==> src/rtl/meas_frame_tx.sv <==
// Latches LFSR-coded frequency-counter measurements and serializes each into a
// 17-byte sync/seq/flags/counts/checksum frame on a byte-wide valid/ready stream.
module meas_frame_tx #(
  parameter logic [7:0] SYNC0 = 8'hA5,
  parameter logic [7:0] SYNC1 = 8'h5A
) (
  input  logic        sys_clk,
  input  logic        rst_n,
  input  logic        meas_ready,
  input  logic [31:0] sig_sys_cnt,
  input  logic [31:0] sig_cnt,
  input  logic [31:0] ref_sys_cnt,
  output logic [7:0]  tx_data,
  output logic        tx_valid,
  input  logic        tx_ready,
  output logic        busy,
  output logic [7:0]  overrun_cnt
);

  localparam int unsigned IDX_W    = 5;
  localparam int unsigned BYTE_W   = 8;
  localparam int unsigned MEAS_W   = 96;
  localparam logic [IDX_W-1:0] LAST_IDX = IDX_W'(16);

  typedef struct packed {
    logic [31:0] sig_sys;
    logic [31:0] sig;
    logic [31:0] ref_sys;
  } meas_t;

  typedef enum logic {IDLE, SEND} state_e;

  state_e              state_q, state_d;
  logic [IDX_W-1:0]    idx_q, idx_d;
  logic [BYTE_W-1:0]   seq_q, seq_d;
  logic                ovf_q, ovf_d;
  logic [BYTE_W-1:0]   ovr_cnt_q, ovr_cnt_d;
  logic                pend_vld_q, pend_vld_d;
  meas_t               pend_q, pend_d;
  meas_t               act_q, act_d;
  logic [BYTE_W-1:0]   act_seq_q, act_seq_d;
  logic                act_flag_q, act_flag_d;
  logic [BYTE_W-1:0]   act_csum_q, act_csum_d;
  logic [BYTE_W-1:0]   tx_data_q, tx_data_d;

  meas_t meas_in;
  meas_t load_src;
  logic  load;
  logic  xfer;

  assign meas_in = meas_t'({sig_sys_cnt, sig_cnt, ref_sys_cnt});

  // Checksum over seq, flags and the twelve count bytes, computed once at load.
  function automatic logic [BYTE_W-1:0] frame_csum(input meas_t m, input logic [BYTE_W-1:0] seq,
                                                   input logic flag);
    logic [MEAS_W-1:0] cat;
    logic [BYTE_W-1:0] sum;
    cat = m;
    sum = seq + {7'b0, flag};
    for (int i = 0; i < 12; i++) begin
      sum = sum + cat[8*i +: 8];
    end
    return sum;
  endfunction

  function automatic logic [BYTE_W-1:0] frame_byte(input logic [IDX_W-1:0] idx, input meas_t m,
                                                   input logic [BYTE_W-1:0] seq, input logic flag,
                                                   input logic [BYTE_W-1:0] csum);
    logic [MEAS_W-1:0] sh;
    logic [BYTE_W-1:0] b;
    sh = MEAS_W'(m) << {idx - IDX_W'(4), 3'b000};
    case (idx)
      IDX_W'(0):  b = SYNC0;
      IDX_W'(1):  b = SYNC1;
      IDX_W'(2):  b = seq;
      IDX_W'(3):  b = {7'b0, flag};
      IDX_W'(16): b = csum;
      default:    b = (idx >= IDX_W'(4) && idx <= IDX_W'(15)) ? sh[MEAS_W-1 -: 8] : 8'h00;
    endcase
    return b;
  endfunction

  // Next-state: frame sequencing, pending slot and overrun accounting.
  always_comb begin
    state_d    = state_q;
    idx_d      = idx_q;
    seq_d      = seq_q;
    ovf_d      = ovf_q;
    ovr_cnt_d  = ovr_cnt_q;
    pend_vld_d = pend_vld_q;
    pend_d     = pend_q;
    act_d      = act_q;
    act_seq_d  = act_seq_q;
    act_flag_d = act_flag_q;
    act_csum_d = act_csum_q;
    tx_data_d  = '0;
    load       = 1'b0;
    load_src   = meas_in;
    xfer       = (state_q == SEND) && tx_ready;

    case (state_q)
      IDLE: begin
        if (meas_ready) begin
          load = 1'b1;
        end
      end
      SEND: begin
        if (xfer && idx_q == LAST_IDX) begin
          if (pend_vld_q) begin
            load       = 1'b1;
            load_src   = pend_q;
            pend_vld_d = meas_ready;
            if (meas_ready) begin
              pend_d = meas_in;
            end
          end else if (meas_ready) begin
            load = 1'b1;
          end else begin
            state_d = IDLE;
            idx_d   = '0;
          end
        end else begin
          if (xfer) begin
            idx_d = idx_q + IDX_W'(1);
          end
          if (meas_ready) begin
            pend_d     = meas_in;
            pend_vld_d = 1'b1;
            // Newest wins; the displaced measurement is counted as dropped.
            if (pend_vld_q) begin
              ovf_d = 1'b1;
              if (ovr_cnt_q != 8'hFF) begin
                ovr_cnt_d = ovr_cnt_q + 8'd1;
              end
            end
          end
        end
      end
      default: begin
        state_d = IDLE;
        idx_d   = '0;
      end
    endcase

    if (load) begin
      state_d    = SEND;
      idx_d      = '0;
      act_d      = load_src;
      act_seq_d  = seq_q;
      seq_d      = seq_q + 8'd1;
      act_flag_d = ovf_q;
      ovf_d      = 1'b0;
      act_csum_d = frame_csum(load_src, seq_q, ovf_q);
    end

    if (state_d == SEND) begin
      tx_data_d = frame_byte(idx_d, act_d, act_seq_d, act_flag_d, act_csum_d);
    end
  end

  always_ff @(posedge sys_clk) begin
    if (!rst_n) begin
      state_q    <= IDLE;
      idx_q      <= '0;
      seq_q      <= '0;
      ovf_q      <= 1'b0;
      ovr_cnt_q  <= '0;
      pend_vld_q <= 1'b0;
      pend_q     <= '0;
      act_q      <= '0;
      act_seq_q  <= '0;
      act_flag_q <= 1'b0;
      act_csum_q <= '0;
      tx_data_q  <= '0;
    end else begin
      state_q    <= state_d;
      idx_q      <= idx_d;
      seq_q      <= seq_d;
      ovf_q      <= ovf_d;
      ovr_cnt_q  <= ovr_cnt_d;
      pend_vld_q <= pend_vld_d;
      pend_q     <= pend_d;
      act_q      <= act_d;
      act_seq_q  <= act_seq_d;
      act_flag_q <= act_flag_d;
      act_csum_q <= act_csum_d;
      tx_data_q  <= tx_data_d;
    end
  end

  assign tx_data     = tx_data_q;
  assign tx_valid    = (state_q == SEND);
  assign busy        = (state_q == SEND);
  assign overrun_cnt = ovr_cnt_q;

endmodule

==> config.mk <==
export PLATFORM = sky130hd
export DESIGN_NAME = meas_frame_tx
export DESIGN_NICKNAME = d
export VERILOG_FILES = /design/src/rtl/meas_frame_tx.sv
export SDC_FILE = /design/constraint.sdc
export NUM_CORES = 1
export LEC_CHECK = 0
export ABC_AREA = 1
export CORE_ASPECT_RATIO = 0.5
export CORE_UTILIZATION = 50
export CTS_CLUSTER_DIAMETER = 30
export DETAILED_ROUTE_END_ITERATION = 16
export GPL_TIMING_DRIVEN = 0
export PLACE_DENSITY = 0.71
export SETUP_SLACK_MARGIN = 0.02
export SLEW_MARGIN = 15
export SYNTH_ARGS = -nofsm -noshare
export SYNTH_HDL_FRONTEND = slang
export SYNTH_SLANG_ARGS = --single-unit
export TNS_END_PERCENT = 5
==> constraint.sdc <==
create_clock -name sys_clk -period 9.7 [get_ports sys_clk]
set_input_delay 2.91 -clock sys_clk [delete_from_list [all_inputs] [get_ports sys_clk]]
set_output_delay 2.91 -clock sys_clk [all_outputs]
set_load 0.01 [all_outputs]
==> insert_results.sql, run 1 <==
INSERT INTO impl_metrics (metric_group, metric, value, unit) VALUES
('outcome', 'run_status', 'finished clean', ''),
('sta', 'finalCritPeriodShare', '0.952', ''),
('worst_hold_path', 'holdPathEnd', 'pend_q[43]', ''),
('sta', 'setup_violations', '0', ''),
('worst_hold_path', 'hp-class', 'reg2reg', ''),
('routing', 'via_per_inst', '5.41', ''),
('logic_synthesis', 'synth-warning-count', '0', ''),
('place', 'sum_of_net_half_perimeters_after_detailed_placement', '38.8', 'mm'),
('logic_synthesis', 'post-synth-top-count-cell', 'nand2_1', ''),
('clock_network', 'cts_sinks', '241', ''),
('clock_network', 'cts.hold.buffers_added', '0', ''),
('finish', 'multiInputGateArea', '7520', 'sq um'),
('finish', 'num_antenna_cells', '0', ''),
('routing', 'dr_drc_count', '0', ''),
('logic_synthesis', 'synthFlopType', 'dfxtp_1', ''),
('pwr', 'netSwitchingFraction', '0.359', ''),
('place', 'dp_cells', '2495', ''),
('worst_hold_path', 'min_path_cells', '2', ''),
('job', 'cap_viol_max_count', '0', ''),
('routing', 'wire_per_inst', '20.0', 'um'),
('critical_path', 'worstSetupStartpointType', 'input pin', ''),
('pwr', 'clkPwrFrac', '0.390', ''),
('logic_synthesis', 'postSynth.asyncResetShare', '0', ''),
('sta', 'highest_clock_rate', '108', 'MHz'),
('pwr', 'p_switching', '1.42', 'mW'),
('pwr', 'static-leakage-power', '7.82', 'nW'),
('finish', 'sequential_cell_area', '4820', 'sq um'),
('finish', 'layout_overhead_on_the_synthesized_area', '22.0', '%'),
('routing', 'first_pass_iters', '5', ''),
('clock_network', 'clock_latency_on_the_worst_skew_pair', '0.55', 'ns'),
('sta', 'final_period_minus_worst_setup_slack', '9.23', 'ns'),
('logic_synthesis', 'syn-cell-area', '13700', 'sq um'),
('pwr', 'fin_total_pwr', '3.95', 'mW'),
('critical_path', 'worst_path_largest_cell_delay', '0.55', 'ns'),
('grt', 'grt-ovfl-total', '0', ''),
('grt', 'grt.total_usage', '0.371', ''),
('logic_synthesis', 'synth-seq-cells', '241', ''),
('logic_synthesis', 'synth.net_count', '2215', ''),
('pwr', 'pwr_density_cell', '235', 'nW/um^2'),
('critical_path', 'critical_path.reg2reg.endpoint', 'act_csum_q[7]', ''),
('critical_path', 'critical_path_required', '10.10', 'ns'),
('finish', 'layout.filler_cells', '2464', ''),
('sta', 'rsz0062_at_grt', 'false', ''),
('critical_path', 'setup.reg_to_reg.worst_slack', '2.68', 'ns'),
('floorplan', 'die_x', '237', 'um'),
('grt', 'grt_pass1_wl', '77.1', 'mm'),
('logic_synthesis', 'synth_enable_flop_cells', '0', ''),
('floorplan', 'io-pin-count', '118', ''),
('logic_synthesis', 'synth_cell_type_count', '41', ''),
('critical_path', 'worst-r2r-cell-count', '31', ''),
('sta', 'fin_worst_hold_slack', '0.452', 'ns'),
('routing', 'vias', '13881', ''),
('grt', 'grt_pass1_vias', '12844', ''),
('critical_path', 'critPathSlowestCell', 'fa_1', ''),
('clock_network', 'tritoncts_clock_tree', 'done', ''),
('logic_synthesis', 'synth_area_leaders', 'dfxtp_1 (35%), nand2_1 (17%), fa_1 (10%), nor2_1 (7.5%), inv_1 (6.1%)', ''),
('critical_path', 'crit-reg2reg-launch', 'idx_q[0]', ''),
('critical_path', 'setup.worst_path.class', 'in2reg', ''),
('logic_synthesis', 'synth_largest_type_area_fraction', '0.351', ''),
('logic_synthesis', 'synthesis.area_per_instance', '6.78', 'sq um'),
('routing', 'total_wirelength_of_the_detailed_routed_design', '51.2', 'mm'),
('sta', 'timing.final.hold_violations', '0', ''),
('floorplan', 'die_y', '119', 'um'),
('floorplan', 'start_util', '0.515', ''),
('pwr', 'share_comb_of_total_power', '0.335', ''),
('floorplan', 'dieArea', '28200', 'sq um'),
('logic_synthesis', 'synthCells', '2027', ''),
('clock_network', 'cts_made_buffers', '38', ''),
('sta', 'tightest_slew', '1.22', 'ns'),
('finish', 'final_cells', '2564', ''),
('place', 'port-buffer-count', '116', '');
metrics by stage:
stage           util  cell area, sq um  worst slack, ns
6_report       0.629             16800            0.469
5_1_grt        0.629             16800            0.132
4_1_cts        0.629             16800            0.673
3_5_place_dp   0.575             15400            0.112
3_3_place_gp   0.575             15400            0.146
2_1_floorplan      -             13700             1.69
area by class of cell:
class,count,share of cell area
inverter,234,0.0523
clock buffer,44,0.0636
tap,352,0.0262
timing repair buffer,116,0.0692
clock inverter,25,0.0216
buffer,102,0.0313
multi-input combinational,1450,0.448
sequential,241,0.288
metal layers:
metal	vias to the layer above	part of all wire	GRT usage
met5	-	0	0
met4	0	0.027	0.108
met3	104	0.15	0.140
met2	804	0.38	0.502
met1	6365	0.44	0.538
li1	6608	-	-
sequential cells by signal, summed over array words and instances (netlist names), 5 cells and up:
signal / flops
act_csum_q: 8
act_q: 96
act_seq_q: 8
idx_q: 5
overrun_cnt: 8
pend_q: 96
seq_q: 8
tx_data: 8
logic make-up after synthesis:
group,after synthesis,synth area share
AO/OA/AOI/OAI,333,0.124
XOR/XNOR,9,0.00573
adder cells (fa/ha/maj),88,0.118
buffers and inverters,336,0.102
flip-flops,241,0.351
multiplexers,2,0.00146
AND/OR/NAND/NOR,1018,0.297
placed cells by master (no fill, tap or decap), drive strengths merged, types with 2 or more instances in the layout:
| cell | synthesis | final |
|---|---|---|
| a21oi | 148 | 148 |
| clkdlybuf4s50 | 0 | 116 |
| nand2 | 624 | 624 |
| clkbuf | 55 | 99 |
| fa | 70 | 70 |
| ha | 18 | 18 |
| nor2 | 285 | 285 |
| o22ai | 6 | 6 |
| clkinv | 0 | 10 |
| xor2 | 7 | 7 |
| buf | 47 | 47 |
| or2 | 10 | 10 |
| nand4 | 11 | 11 |
| inv | 234 | 241 |
| a211oi | 2 | 2 |
| o21a | 3 | 3 |
| nand3b | 2 | 2 |
| mux2i | 2 | 2 |
| o21ai | 169 | 169 |
| dfxtp | 241 | 241 |
| xnor2 | 2 | 2 |
| nand3 | 75 | 75 |
| clkinvlp | 0 | 2 |
| nor3 | 10 | 10 |
| bufinv | 0 | 6 |
critical path: cells and delay by family:
family	cells	cell delay [ns]
and+or+nand+nor	14	1.64
buffers and inverters	8	1.27
adders and majority gates	6	2.78
AOI/OAI and AO/OA	3	1.02
worst max-delay path by stage:
stage                         from       endpoint  cells after the start
after floorplan           tx_ready     tx_data[6]                     29
after global placement    tx_ready  act_csum_q[7]                     33
after detailed placement  tx_ready  act_csum_q[7]                     32
after CTS                 tx_ready  act_csum_q[7]                     33
after global routing      tx_ready  act_csum_q[7]                     30
final                     tx_ready  act_csum_q[7]                     31
power groups by stage:
stage / sequential (mW) / clock, mW / combinational [mW]
6_report: 1.09 / 1.54 / 1.33
5_1_grt: 1.09 / 1.58 / 1.47
4_1_cts: 1.08 / 1.53 / 1.29
3_3_place_gp: 1.10 / 0 / 1.26
3_5_place_dp: 1.11 / 0 / 1.28
2_1_floorplan: 1.10 / 0 / 0.868
(Power assumes the default switching activity.)
==> run 2: changes to the inputs <==
- SLEW_MARGIN: 15 -> 10
==> results of run 2 <==
The final DEF is identical to that of run 1; final timing and power are the same.
